**src/rtl/key_debouncer_pkg.sv**
```systemverilog
// Shared definitions for the pushbutton debouncer: FSM state encoding,
// stability-time defaults for board and simulation builds, counter widths.
package key_debouncer_pkg;

  // FSM encoding is fixed so other blocks and waveforms can decode it directly.
  typedef enum logic [1:0] {
    ST_UP      = 2'd0,
    ST_WAIT_DN = 2'd1,
    ST_DN      = 2'd2,
    ST_WAIT_UP = 2'd3
  } key_state_e;

  // 20 ms at 50 MHz for the board; a tiny value keeps simulations short.
  localparam int unsigned BOARD_STABLE_CYCLES = 1_000_000;
  localparam int unsigned SIM_STABLE_CYCLES   = 4;

  localparam int unsigned PRESS_CNT_W = 8;

  // True in the states where the button is considered held down.
  function automatic logic state_is_pressed(input key_state_e st);
    return (st == ST_DN) || (st == ST_WAIT_UP);
  endfunction

endpackage

```
**src/rtl/sync_2ff.sv**
```systemverilog
// Two-flop synchroniser for a single asynchronous board input; the reset
// value is chosen per input so the idle level is seen during and after reset.
module sync_2ff #(
  parameter logic RESET_VAL = 1'b1
) (
  input  logic CLOCK_50,
  input  logic KEY,
  input  logic async_in,
  output logic sync_out
);

  logic stage1_q;

  // NOTE: sequential state uses non-blocking assignments so both stages
  // sample their inputs before either updates, forming a true shift chain.
  always_ff @(posedge CLOCK_50 or negedge KEY) begin
    if (!KEY) begin
      stage1_q <= RESET_VAL;
      sync_out <= RESET_VAL;
    end else begin
      stage1_q <= async_in;
      sync_out <= stage1_q;
    end
  end

endmodule

```
**src/rtl/key_debouncer.sv**
```systemverilog
// Debounces one active-low pushbutton into a clean level, one-cycle
// press/release strobes and a wrapping 8-bit count of accepted presses.
module key_debouncer
  import key_debouncer_pkg::*;
#(
  parameter int unsigned STABLE_CYCLES = BOARD_STABLE_CYCLES,
  parameter int unsigned CNT_W         = $clog2(STABLE_CYCLES)
) (
  input  logic                   CLOCK_50,
  input  logic                   KEY,
  input  logic                   btn_n,
  output logic                   btn_level,
  output logic                   press_pulse,
  output logic                   release_pulse,
  output logic [PRESS_CNT_W-1:0] press_count
);

  // The cycle that enters a WAIT state already counts as the first stable
  // cycle, so acceptance happens when the counter shows STABLE_CYCLES-2.
  localparam logic [CNT_W-1:0] CNT_LAST = CNT_W'(STABLE_CYCLES - 2);

  logic btn_sync_n;
  logic pressed;

  key_state_e       state_q, state_d;
  logic [CNT_W-1:0] cnt_q, cnt_d;
  logic             press_d, release_d, level_d;

  sync_2ff #(
    .RESET_VAL (1'b1)
  ) u_btn_sync (
    .CLOCK_50 (CLOCK_50),
    .KEY      (KEY),
    .async_in (btn_n),
    .sync_out (btn_sync_n)
  );

  assign pressed = ~btn_sync_n;

  // NOTE: every signal written here gets a default first, so no path can
  // leave one unassigned and infer a latch; the counter defaults to cleared.
  always_comb begin
    state_d   = state_q;
    cnt_d     = '0;
    press_d   = 1'b0;
    release_d = 1'b0;

    case (state_q)
      ST_UP: begin
        if (pressed) state_d = ST_WAIT_DN;
      end

      ST_WAIT_DN: begin
        if (!pressed) begin
          state_d = ST_UP;
        end else if (cnt_q == CNT_LAST) begin
          state_d = ST_DN;
          press_d = 1'b1;
        end else begin
          cnt_d = cnt_q + 1'b1;
        end
      end

      ST_DN: begin
        if (!pressed) state_d = ST_WAIT_UP;
      end

      ST_WAIT_UP: begin
        if (pressed) begin
          state_d = ST_DN;
        end else if (cnt_q == CNT_LAST) begin
          state_d   = ST_UP;
          release_d = 1'b1;
        end else begin
          cnt_d = cnt_q + 1'b1;
        end
      end

      default: state_d = ST_UP;
    endcase

    level_d = state_is_pressed(state_d);
  end

  always_ff @(posedge CLOCK_50 or negedge KEY) begin
    if (!KEY) begin
      state_q <= ST_UP;
      cnt_q   <= '0;
    end else begin
      state_q <= state_d;
      cnt_q   <= cnt_d;
    end
  end

  // Outputs are registered so downstream logic never sees decode glitches.
  always_ff @(posedge CLOCK_50 or negedge KEY) begin
    if (!KEY) begin
      btn_level     <= 1'b0;
      press_pulse   <= 1'b0;
      release_pulse <= 1'b0;
      press_count   <= '0;
    end else begin
      btn_level     <= level_d;
      press_pulse   <= press_d;
      release_pulse <= release_d;
      if (press_d) press_count <= press_count + 1'b1;
    end
  end

endmodule

```
**config.mk**
```make
export PLATFORM = sky130hd
export DESIGN_NAME = key_debouncer
export DESIGN_NICKNAME = d
export VERILOG_FILES = /design/src/rtl/key_debouncer_pkg.sv /design/src/rtl/sync_2ff.sv /design/src/rtl/key_debouncer.sv
export SDC_FILE = /design/constraint.sdc
export NUM_CORES = 1
export LEC_CHECK = 0
export ABC_AREA = 1
export CAP_MARGIN = 15
export CORE_MARGIN = 4
export CORE_UTILIZATION = 59
export DETAILED_ROUTE_END_ITERATION = 10
export GPL_ROUTABILITY_DRIVEN = 0
export PLACE_DENSITY = 0.87
export SETUP_SLACK_MARGIN = 0.15
export SYNTH_ARGS = -nofsm -noshare
export SYNTH_HDL_FRONTEND = slang
export SYNTH_HIERARCHICAL = 1
export SYNTH_SLANG_ARGS = --single-unit
export TNS_END_PERCENT = 20
```
**constraint.sdc**
```tcl
create_clock -name CLOCK_50 -period 4.6 [get_ports CLOCK_50]
set_clock_uncertainty 0.15 [all_clocks]
set_input_delay 0.92 -clock CLOCK_50 [delete_from_list [all_inputs] [get_ports CLOCK_50]]
set_output_delay 0.92 -clock CLOCK_50 [all_outputs]
set_load 0.01 [all_outputs]
```
## After elaboration in Yosys (flattened, before gate mapping)

Cells that the tools add are included.

- Register bits after elaboration: 35
- Bits in latches: 0
- Memory bits (writable): 0
- ROM bits: 0
- Output and inout bits: 11
- Memories: 0

- $add $sub $neg: 2
- Multiply operators: 0
- Divide/modulo/power cells: 0
- Order comparisons: 0
- Eq/ne operators: 6
- Shift-type cells: 0
- Muxes and demuxes: 16
- Bitwise logic cells: 0
- Reductions and logical operators: 2

Operators by type and width:

| cell | count |
|---|---|
| $mux W20 | 3 |
| $pmux W20 S2 | 1 |
| $add A20 B1 Y20 const B | 1 |
| $eq A20 B20 Y1 const B | 1 |
| $mux W2 | 6 |
| $add A8 B1 Y8 const B | 1 |
| $eq A2 B2 Y1 const B | 4 |
| $pmux W2 S4 | 1 |
| $mux W1 | 5 |
| $eq A2 B1 Y1 const B | 1 |
| $logic_not A2 Y1 | 1 |
| $logic_or A1 B1 Y1 | 1 |

## Logic depth before layout (Yosys ltp)

Gate-level depths: netlist of run 1.

- Word-level depth: 6
- Depth in mapped cells: 10

## Modules after synthesis

The synthesis of run 1 kept the hierarchy.

Modules (own cells, without submodules):

| module | instances | cells an instance | area each (sq um) | seq. area each (sq um) |
|---|---|---|---|---|
| key_debouncer | 1 | 260 | 1874.3 | 825.8 |
| sync_2ff | 1 | 2 | 52.6 | 52.6 |

## Worst setup path before layout of run 1

Ideal clock, no wire load.

- Path kind: register -> register
- From: register cnt_q[0]
- To: register cnt_q[16]
- Arrival: 1.255 ns
- Data required time: 4.331 ns
- Path slack: 3.076 ns
- Cell stages (with the launch flop): 9
- Path through: dfrtp_1 -> ha_1 -> inv_1 -> nor2_2 -> nand3b_1 -> nor2_1 -> nand3_1 -> nand2_1 -> nor2_1

- Word-level cells in the longest chain between the ends: 4

Ends and longest elaborated chain:

| what | line | RTL |
|---|---|---|
| start: declaration | key_debouncer.sv:26 | `logic [CNT_W-1:0] cnt_q, cnt_d;` |
| start signal: assignment | key_debouncer.sv:91 | `cnt_q <= cnt_d;` |
| $add A20 B1 Y20 / $eq A20 B20 Y1 (equally long branches) | n/a |  |
| $mux W20 * | key_debouncer.sv:56, key_debouncer.sv:71 |  |
| $mux W20 (on tied branches) | key_debouncer.sv:69, key_debouncer.sv:54 |  |
| $pmux W20 S2 * | key_debouncer.sv:48 | `case (state_q)` |
| net cnt_d[16] | key_debouncer.sv:26 |  |

Mark *: on every way through the listed nets, which the timed path passes. The rest lies on a longest branch.
A chain may end at the register's enable or synchronous reset.

## Worst setup path after layout of run 1

- From: register press_count[2]
- To: output port press_count[2]

RTL lines:

| what | line | RTL |
|---|---|---|
| start: declaration | key_debouncer.sv:15 | `output logic [PRESS_CNT_W-1:0] press_count` |
| start signal: assignment | key_debouncer.sv:106 | `if (press_d) press_count <= press_count + 1'b1;` |

No word-level cell between the ends.

==> flow_summary.rst, run 1 <==
.. list-table::
   :header-rows: 1

   * - Metric
     - Value
   * - Status
     - finished clean
   * - Clock latency on the worst-skew pair
     - ~0.34 ns
   * - Total Routed Length
     - 3.64 mm
   * - Register area share after synthesis
     - about 46%
   * - Mux cell area share after synthesis
     - 0%
   * - Via density per instance
     - just over 5
   * - Final WS setup
     - 2.14 ns
   * - Area contributors post-synth
     - dfrtp_1 (43%), nand2_1 (16%), nor2_1 (11%)
   * - Buffers plus inverters on the worst setup path
     - 1
   * - Number of gates resized after CTS
     - 0
   * - Clock root buffer
     - clkbuf_4
   * - Arrival time worst endpoint
     - about 1.4 ns
   * - Final Util
     - a little under three quarters
   * - Critical Path, Cell by Cell
     - clkdlybuf4s50_1
   * - Global-route wire length before repair
     - 6.63 mm
   * - Largest stage delay on the critical path
     - approximately 0.58 ns
   * - Setup violations, final
     - 0
   * - Multi-input combinational cell area
     - about 920 sq um
   * - Global router's overall resource usage
     - between 20 and 25%
   * - Die Ht
     - 65.1 microns
   * - Worst setup slack for register-to-register paths
     - around 2.6 ns
   * - Pre-Repair DR Iteration Count
     - 5
   * - Setup tns final
     - 0 ns
   * - Gate Count Post-Synth
     - 262
   * - Dominant combinational cell family by area after synthesis
     - simple AND/OR/NAND/NOR gates
   * - Class of the most critical setup path
     - reg -> out
   * - Data required time of the critical path
     - approximately 3.5 ns
   * - Clock tree sinks
     - 35
   * - Worst R2R Path Depth
     - 5
   * - Area added between synthesis and finish
     - 13.2%
   * - Count of distinct cell types in the synthesized netlist
     - 23
   * - Instance area after placement
     - about 2100 sq um
   * - Max-slew violation count
     - 0
   * - Worst r2r src
     - state_q[1]
   * - TritonCTS clock tree
     - done
   * - Setup repair after global routing missed its margin
     - false
   * - Count of unresolved DRC violations after routing
     - 0
   * - Number of setup buffers added after CTS
     - 0
   * - Iteration-0 DRC Markers
     - 78
   * - Flip-flop cell with the highest count after synthesis
     - dfrtp_1
   * - Antenna violations before repair
     - 0
   * - Simple-gate share of the synthesized area
     - between 30% and 40%
   * - Count of buffers inserted at the top-level ports
     - 13
   * - Overflow after GRT
     - 0
   * - Kind of cell adding the most delay to the critical path
     - buffers and inverters
   * - Synth Area in XOR/XNOR
     - under 10%
   * - Pin count of the biggest net entering global routing
     - 27
   * - Number of enable flip-flop cells after synthesis
     - 0
   * - Fraction of final layout cells with drive strength greater than 1
     - ~8%
   * - Synthesized-area fraction occupied by ao, oa, aoi and oai cells
     - roughly 2.3%
   * - Timing-limited maximum frequency
     - around 0.41 GHz
   * - Period Utilization, post-route
     - 53.4%
   * - Post-synth top area cell
     - dfrtp_1
   * - Number of synthesis warnings
     - 6
   * - Number of storage elements in the synthesis netlist
     - 35
   * - Largest voltage drop on the vdd net
     - around 0.20 mV
   * - Area of all sequential standard cells
     - roughly 880 sq um
   * - Final hold violation count
     - 0
   * - Count of nets left with antenna violations after detail routing
     - 0
   * - Standard-cell rows
     - 20
   * - Cell Pwr Density
     - ~230 nW/um^2
   * - Worst Path Max Fanout
     - 6
   * - Startpoint of the most critical setup path
     - press_count[2]
   * - Number of top-level pins
     - 14
   * - Adder and majority cell fraction of the synthesized area
     - 1.95%
   * - Mapped Avg Cell Area
     - approximately 7.4 sq um
   * - Number of H-tree levels
     - 2
   * - Area of all placed cells without fillers
     - between 2000 and 2500 sq um
   * - Crit path max-delay cell type
     - clkdlybuf4s50_1
   * - Total die area
     - between 4000 and 5000 sq um
   * - Detailed Place HPWL
     - ~2.7 mm
   * - Nature of the critical path startpoint
     - flop
   * - Placeable core region
     - ~3000 sq um
   * - Final antenna diode count
     - 0
   * - Kind of path behind the tightest hold check
     - reg -> reg
   * - FFs w/ async S/R, synth
     - 100%
   * - Fraction of synthesized cell area taken by the top area cell type
     - 42.9%
   * - Number of buffers on the longest clock path
     - 2
   * - Slew @ Worst Pin
     - 0.726 ns
   * - Total number of nets in the final design
     - 287
   * - Endpoint of the most critical register-to-register path
     - cnt_q[12]
   * - Final period demand of the worst path
     - 2.46 ns
   * - Fill count
     - 253
   * - Worst path depth
     - 1
   * - Net count after synthesis
     - ~270
   * - Pre-CTS WS
     - roughly 2.1 ns
   * - Headroom to the max-slew limit
     - approximately half
   * - Number of buffers created by CTS
     - 5
   * - Routed length per instance
     - about 11 microns
   * - Chip Width
     - about 65 microns
   * - Leakage power summed over all cells
     - ~0.98 nW
   * - Vias after detailed routing
     - ~1600
   * - CTS hold repair buffers
     - 0
   * - Crit path capture type
     - output port
   * - Synth Cell Area
     - around 1900 sq um
   * - Clock transition at the registers of the reported paths
     - approximately 0.11 ns
   * - Number of global-route vias before repair
     - about 1500
   * - Initial Util
     - a little over three fifths
   * - # Max-Cap Violations
     - 0
   * - Timing endpoint of the critical path
     - press_count[2]
## kinds of logic (layout without fill, tap and decap cells)
kind of cell / Yosys count / after routing
adder cells (fa/ha/maj): 3 / 3
flip-flops: 35 / 35
buffers and inverters: 31 / 51
AO/OA/AOI/OAI: 9 / 9
XOR/XNOR: 11 / 11
AND/OR/NAND/NOR: 173 / 173
## metrics by stage
step	power, mW	hold WS, ns	cells
finish	0.492	0.213	326
global route	0.515	0.223	326
CTS	0.494	0.216	325
detailed placement	0.337	0.201	317
global placement	0.336	0.199	317
floorplan	0.327	0.195	262
## report_power, final
group | internal [mW] | switching [mW] | total (mW) | leakage [nW]
clock network | 0.0589 | 0.100 | 0.159 | 0.0282
logic | 0.00663 | 0.0130 | 0.0196 | 0.473
registers | 0.310 | 0.00295 | 0.313 | 0.479
## area by class of cell
class	instances	share of cell area, %
multi-input cells	196	42.4
flip-flops and latches	35	40.3
repair buffers	15	7.57
inverters	28	4.82
well taps	44	2.52
clock buffers	6	1.89
clock inverters	2	0.573
## layout by cell type, fill, tap and decap left out
| master | instances |
|---|---|
| xnor2_1 | 3 |
| nand4_2 | 1 |
| clkbuf_4 | 5 |
| xor2_1 | 8 |
| clkdlybuf4s50_1 | 13 |
| a21oi_1 | 3 |
| clkinv_2 | 1 |
| clkbuf_1 | 1 |
| o21ai_0 | 5 |
| nor2_1 | 56 |
| nor3_1 | 3 |
| o21ai_1 | 1 |
| nand4_1 | 11 |
| nand2_2 | 3 |
| clkinvlp_4 | 1 |
| dfstp_2 | 2 |
| inv_1 | 27 |
| inv_2 | 1 |
| nand2_1 | 80 |
| nor2_2 | 5 |
| nor4_1 | 1 |
| nor2_4 | 2 |
| nand3_1 | 9 |
| buf_16 | 1 |
| ha_1 | 3 |
| dfrtp_1 | 33 |
| buf_4 | 1 |
| nand3b_1 | 2 |
## flip-flops by register name, indices dropped and copies added (netlist names)
name,cells
cnt_q,20
u_btn_sync/sync_out,1
state_q,2
u_btn_sync/stage1_q,1
btn_level,1
press_count,8
release_pulse,1
press_pulse,1
## worst min path at each step
| stage | end | slack [ns] | startpoint | cells after the start |
|---|---|---|---|---|
| after floorplan | u_btn_sync/sync_out | 0.20 | u_btn_sync/stage1_q | 0 |
| after global placement | u_btn_sync/sync_out | 0.20 | u_btn_sync/stage1_q | 0 |
| after detailed placement | u_btn_sync/sync_out | 0.20 | u_btn_sync/stage1_q | 0 |
| after CTS | u_btn_sync/sync_out | 0.22 | u_btn_sync/stage1_q | 0 |
| after global routing | u_btn_sync/sync_out | 0.22 | u_btn_sync/stage1_q | 0 |
| final | u_btn_sync/sync_out | 0.21 | u_btn_sync/stage1_q | 0 |
## cells in the mapped netlist (2+ instances only)
cell and count:
inv_1 27, nor2_1 56, dfrtp_1 33, nor3_1 3, dfstp_2 2, o21ai_0 5, nand2_1 80, nor2_4 2
ha_1 3, xor2_1 8, xnor2_1 3, nand2_2 3, a21oi_1 3, nor2_2 5, nand4_1 11, nand3_1 9
nand3b_1 2, clkbuf_1 2
## layer usage
metal	GRT usage, %	wire length, microns	vias up
li1	-	-	856
met1	27.9	1760	740
met2	31.3	1670	37
met3	5.13	169	6
met4	6.22	46	0
met5	0	0	-
No activity file was read; power rests on OpenSTA's default activity.
==> inputs of run 2 (changes only) <==
- CORE_UTILIZATION: 59 -> 52
- PLACE_DENSITY: 0.87 -> 0.82
- clock period: 4.6 -> 2 ns (I/O delays scaled with it)
==> run 2 against run 1 <==
Critical path type unchanged. Cell count grew 1.2%. Routed wire length grew 13%. Largest cell class unchanged. Non-clock buffer count grew 2.
==> flow_summary.rst, run 2 (synthesis gave the netlist of run 1 again) <==
.. list-table::
   :header-rows: 1

   * - Metric
     - Value
   * - Initial Util
     - 55.6% (-7.0 points)
   * - Setup repair after global routing missed its margin
     - true
   * - Count of unresolved DRC violations after routing
     - 0 (unchanged)
   * - Kind of cell adding the most delay to the critical path
     - buffers and inverters
   * - Register ranked first by flip-flop count
     - cnt_q
   * - Pre-Repair DR Iteration Count
     - 4 (-1)
   * - Crit path capture type
     - output port
   * - Count of nets left with antenna violations after detail routing
     - 0 (unchanged)
   * - Instance area after placement
     - 2130 sq um (+1.2%)
   * - Final antenna diode count
     - 0 (unchanged)
   * - Cell Pwr Density
     - 579 nW/um^2 (+160%)
   * - Number of H-tree levels
     - 2 (unchanged)
   * - CTS hold repair buffers
     - 0 (unchanged)
   * - Startpoint of the most critical setup path
     - press_count[0]
   * - Buffers plus inverters on the worst setup path
     - 1 (unchanged)
   * - Worst r2r src
     - cnt_q[0]
   * - Area of all placed cells without fillers
     - 2240 sq um (+2.6%)
   * - Number of global-route vias before repair
     - 1560 (+3.2%)
   * - Standard-cell rows
     - 21 (+5.0%)
   * - Critical Path, Cell by Cell
     - clkdlybuf4s50_1
   * - Chip Width
     - 68.9 microns (+5.7%)
   * - Placeable core region
     - 3470 sq um (+13%)
   * - Final hold violation count
     - 0 (unchanged)
   * - Nature of the critical path startpoint
     - flop
   * - Largest stage delay on the critical path
     - 0.56 ns (-0.02 ns)
   * - Number of buffers on the longest clock path
     - 2 (unchanged)
   * - # Max-Cap Violations
     - 0 (unchanged)
   * - Total power of the final layout
     - 1.30 mW (+160%)
   * - Fraction of final layout cells with drive strength greater than 1
     - 10.9% (+2.8 points)
   * - Kind of path behind the tightest hold check
     - in -> async
   * - Leakage power summed over all cells
     - 1.04 nW (+6.5%)
   * - Global router's overall resource usage
     - 20.6% (+0.45 points)
   * - Class of the most critical setup path
     - reg -> out
   * - Largest voltage drop on the vdd net
     - 0.451 mV (+130%)
   * - Timing-limited maximum frequency
     - approximately 0.55 GHz
   * - Period Utilization, post-route
     - 91.6%
   * - Clock latency on the worst-skew pair
     - 0.30 ns (-0.04 ns)
   * - Setup violations, final
     - 0 (unchanged)
   * - Routed length per instance
     - 12.5 microns (+12%)
   * - Clock transition at the registers of the reported paths
     - 0.08 ns (-0.03 ns)
   * - Count of buffers inserted at the top-level ports
     - 13 (unchanged)
   * - Iteration-0 DRC Markers
     - 113 (+45%)
   * - Final cell count without fillers
     - 330 (+1.2%)
   * - Antenna violations before repair
     - 0 (unchanged)
   * - Data required time of the critical path
     - 1.45 ns (-2.08 ns)
   * - Vias after detailed routing
     - 1710 (+4.3%)
   * - Clock tree sinks
     - 35 (unchanged)
   * - Total Routed Length
     - 4.12 mm (+13%)
   * - Clock root buffer
     - clkbuf_8
   * - Slew @ Worst Pin
     - 0.350 ns (-0.376 ns)
   * - Max-slew violation count
     - 0 (unchanged)
   * - Global-route wire length before repair
     - 7.02 mm (+5.9%)
   * - TritonCTS clock tree
     - done
   * - Overflow after GRT
     - 0 (unchanged)
   * - Registers with the highest flip-flop counts
     - cnt_q: 20 flops, press_count: 8 flops, state_q: 2 flops
   * - Total number of nets in the final design
     - 289 (+0.70%)
   * - Crit path max-delay cell type
     - clkdlybuf4s50_1
   * - Die Ht
     - 68.9 microns (+5.7%)
   * - Area added between synthesis and finish
     - 16.2%
   * - Most frequent cells in the layout
     - nand2_1 (80), nor2_1 (55), dfrtp_1 (29), inv_1 (27), nand4_1 (11)
   * - Largest register FFs
     - 20 (unchanged)
   * - Arrival time worst endpoint
     - 1.28 ns (-0.11 ns)
   * - Number of top-level pins
     - 14 (unchanged)
   * - Status
     - finished clean
   * - Via density per instance
     - 5.18 (+3.1%)
   * - Headroom to the max-slew limit
     - 76.4% (+25 points)
   * - Setup tns final
     - 0 ns (unchanged)
   * - Detailed Place HPWL
     - 3.06 mm (+11%)
   * - Total die area
     - 4740 sq um (+12%)
   * - Cell Count Post-Placement
     - 322 (+1.6%)
   * - Pin count of the biggest net entering global routing
     - 16 (-41%)
   * - Number of setup buffers added after CTS
     - 0 (unchanged)
   * - Worst Path Max Fanout
     - 5 (-1)
   * - Most common cell after layout, fill and taps aside
     - nand2_1
   * - Number of buffers created by CTS
     - 5 (unchanged)
   * - Final period demand of the worst path
     - approximately 1.8 ns
-- run 2: changes by cell type in the layout (fill, tap and decap cells not counted), moves of 4 or more --
| cell | before | now |
|---|---|---|
| clkbuf_4 | 5 | 0 |
| clkbuf_8 | 0 | 5 |
| dfrtp_1 | 33 | 29 |
| dfrtp_2 | 0 | 4 |
-- run 2: per-stage QoR --
step | utilization (%) | setup slack [ns] | hold slack (ns)
final | 64.5 | 0.167 | 0.183
after global routing | 64.5 | 0.115 | 0.185
after CTS | 64.0 | 0.100 | 0.184
after detailed placement | 61.3 | 0.247 | 0.204
after global placement | 61.3 | 0.264 | 0.201
after floorplan | - | 0.476 | -0.0456
-- run 2: timing repair --
item / in CTS / in global routing
cloned: 0 / 0
setup endpoints to repair: 4 / 23
gates resized for setup: 1 / 8
pin swaps: 0 / 0
-- run 2: metal layers --
layer | vias to the layer above | part of all wire [%] | track usage, % | wire length (microns)
met1 | 803 | 44 | 24.8 | 1800
met2 | 40 | 50 | 34.4 | 2050
li1 | 859 | - | - | -
met5 | - | 0 | 0 | 0
met3 | 8 | 4.7 | 7.29 | 193
met4 | 0 | 1.9 | 6.57 | 78
-- run 2: final cells by class --
| class | instances | area (sq um) |
|---|---|---|
| fillers | 286 | 1230 |
| multi-input cells | 196 | 932 |
| flip-flops and latches | 35 | 883 |
| repair buffers | 17 | 168 |
| inverters | 28 | 105 |
| clock buffers | 5 | 68.8 |
| well taps | 46 | 57.6 |
| clock inverters | 3 | 23.8 |
-- run 2: where the power goes --
| group | switching (mW) | internal (mW) | total, mW |
|---|---|---|---|
| combinational | 0.0325 | 0.0138 | 0.0463 |
| clock | 0.282 | 0.249 | 0.531 |
| sequential | 0.00489 | 0.714 | 0.719 |
-- run 2: path summary, 6_finish.rpt --
| path | endpoint | slack [ns] | cells past startpoint |
|---|---|---|---|
| max | press_count[0] | 0.17 | 1 |
| min | cnt_q[5] | 0.18 | 1 |
| max reg2reg | cnt_q[16] | 0.29 | 8 |
| min reg2reg | u_btn_sync/sync_out | 0.22 | 0 |
| max in group asynchronous | press_count[2] | 1.02 | 2 |
| min in group CLOCK_50 | u_btn_sync/sync_out | 0.22 | 0 |
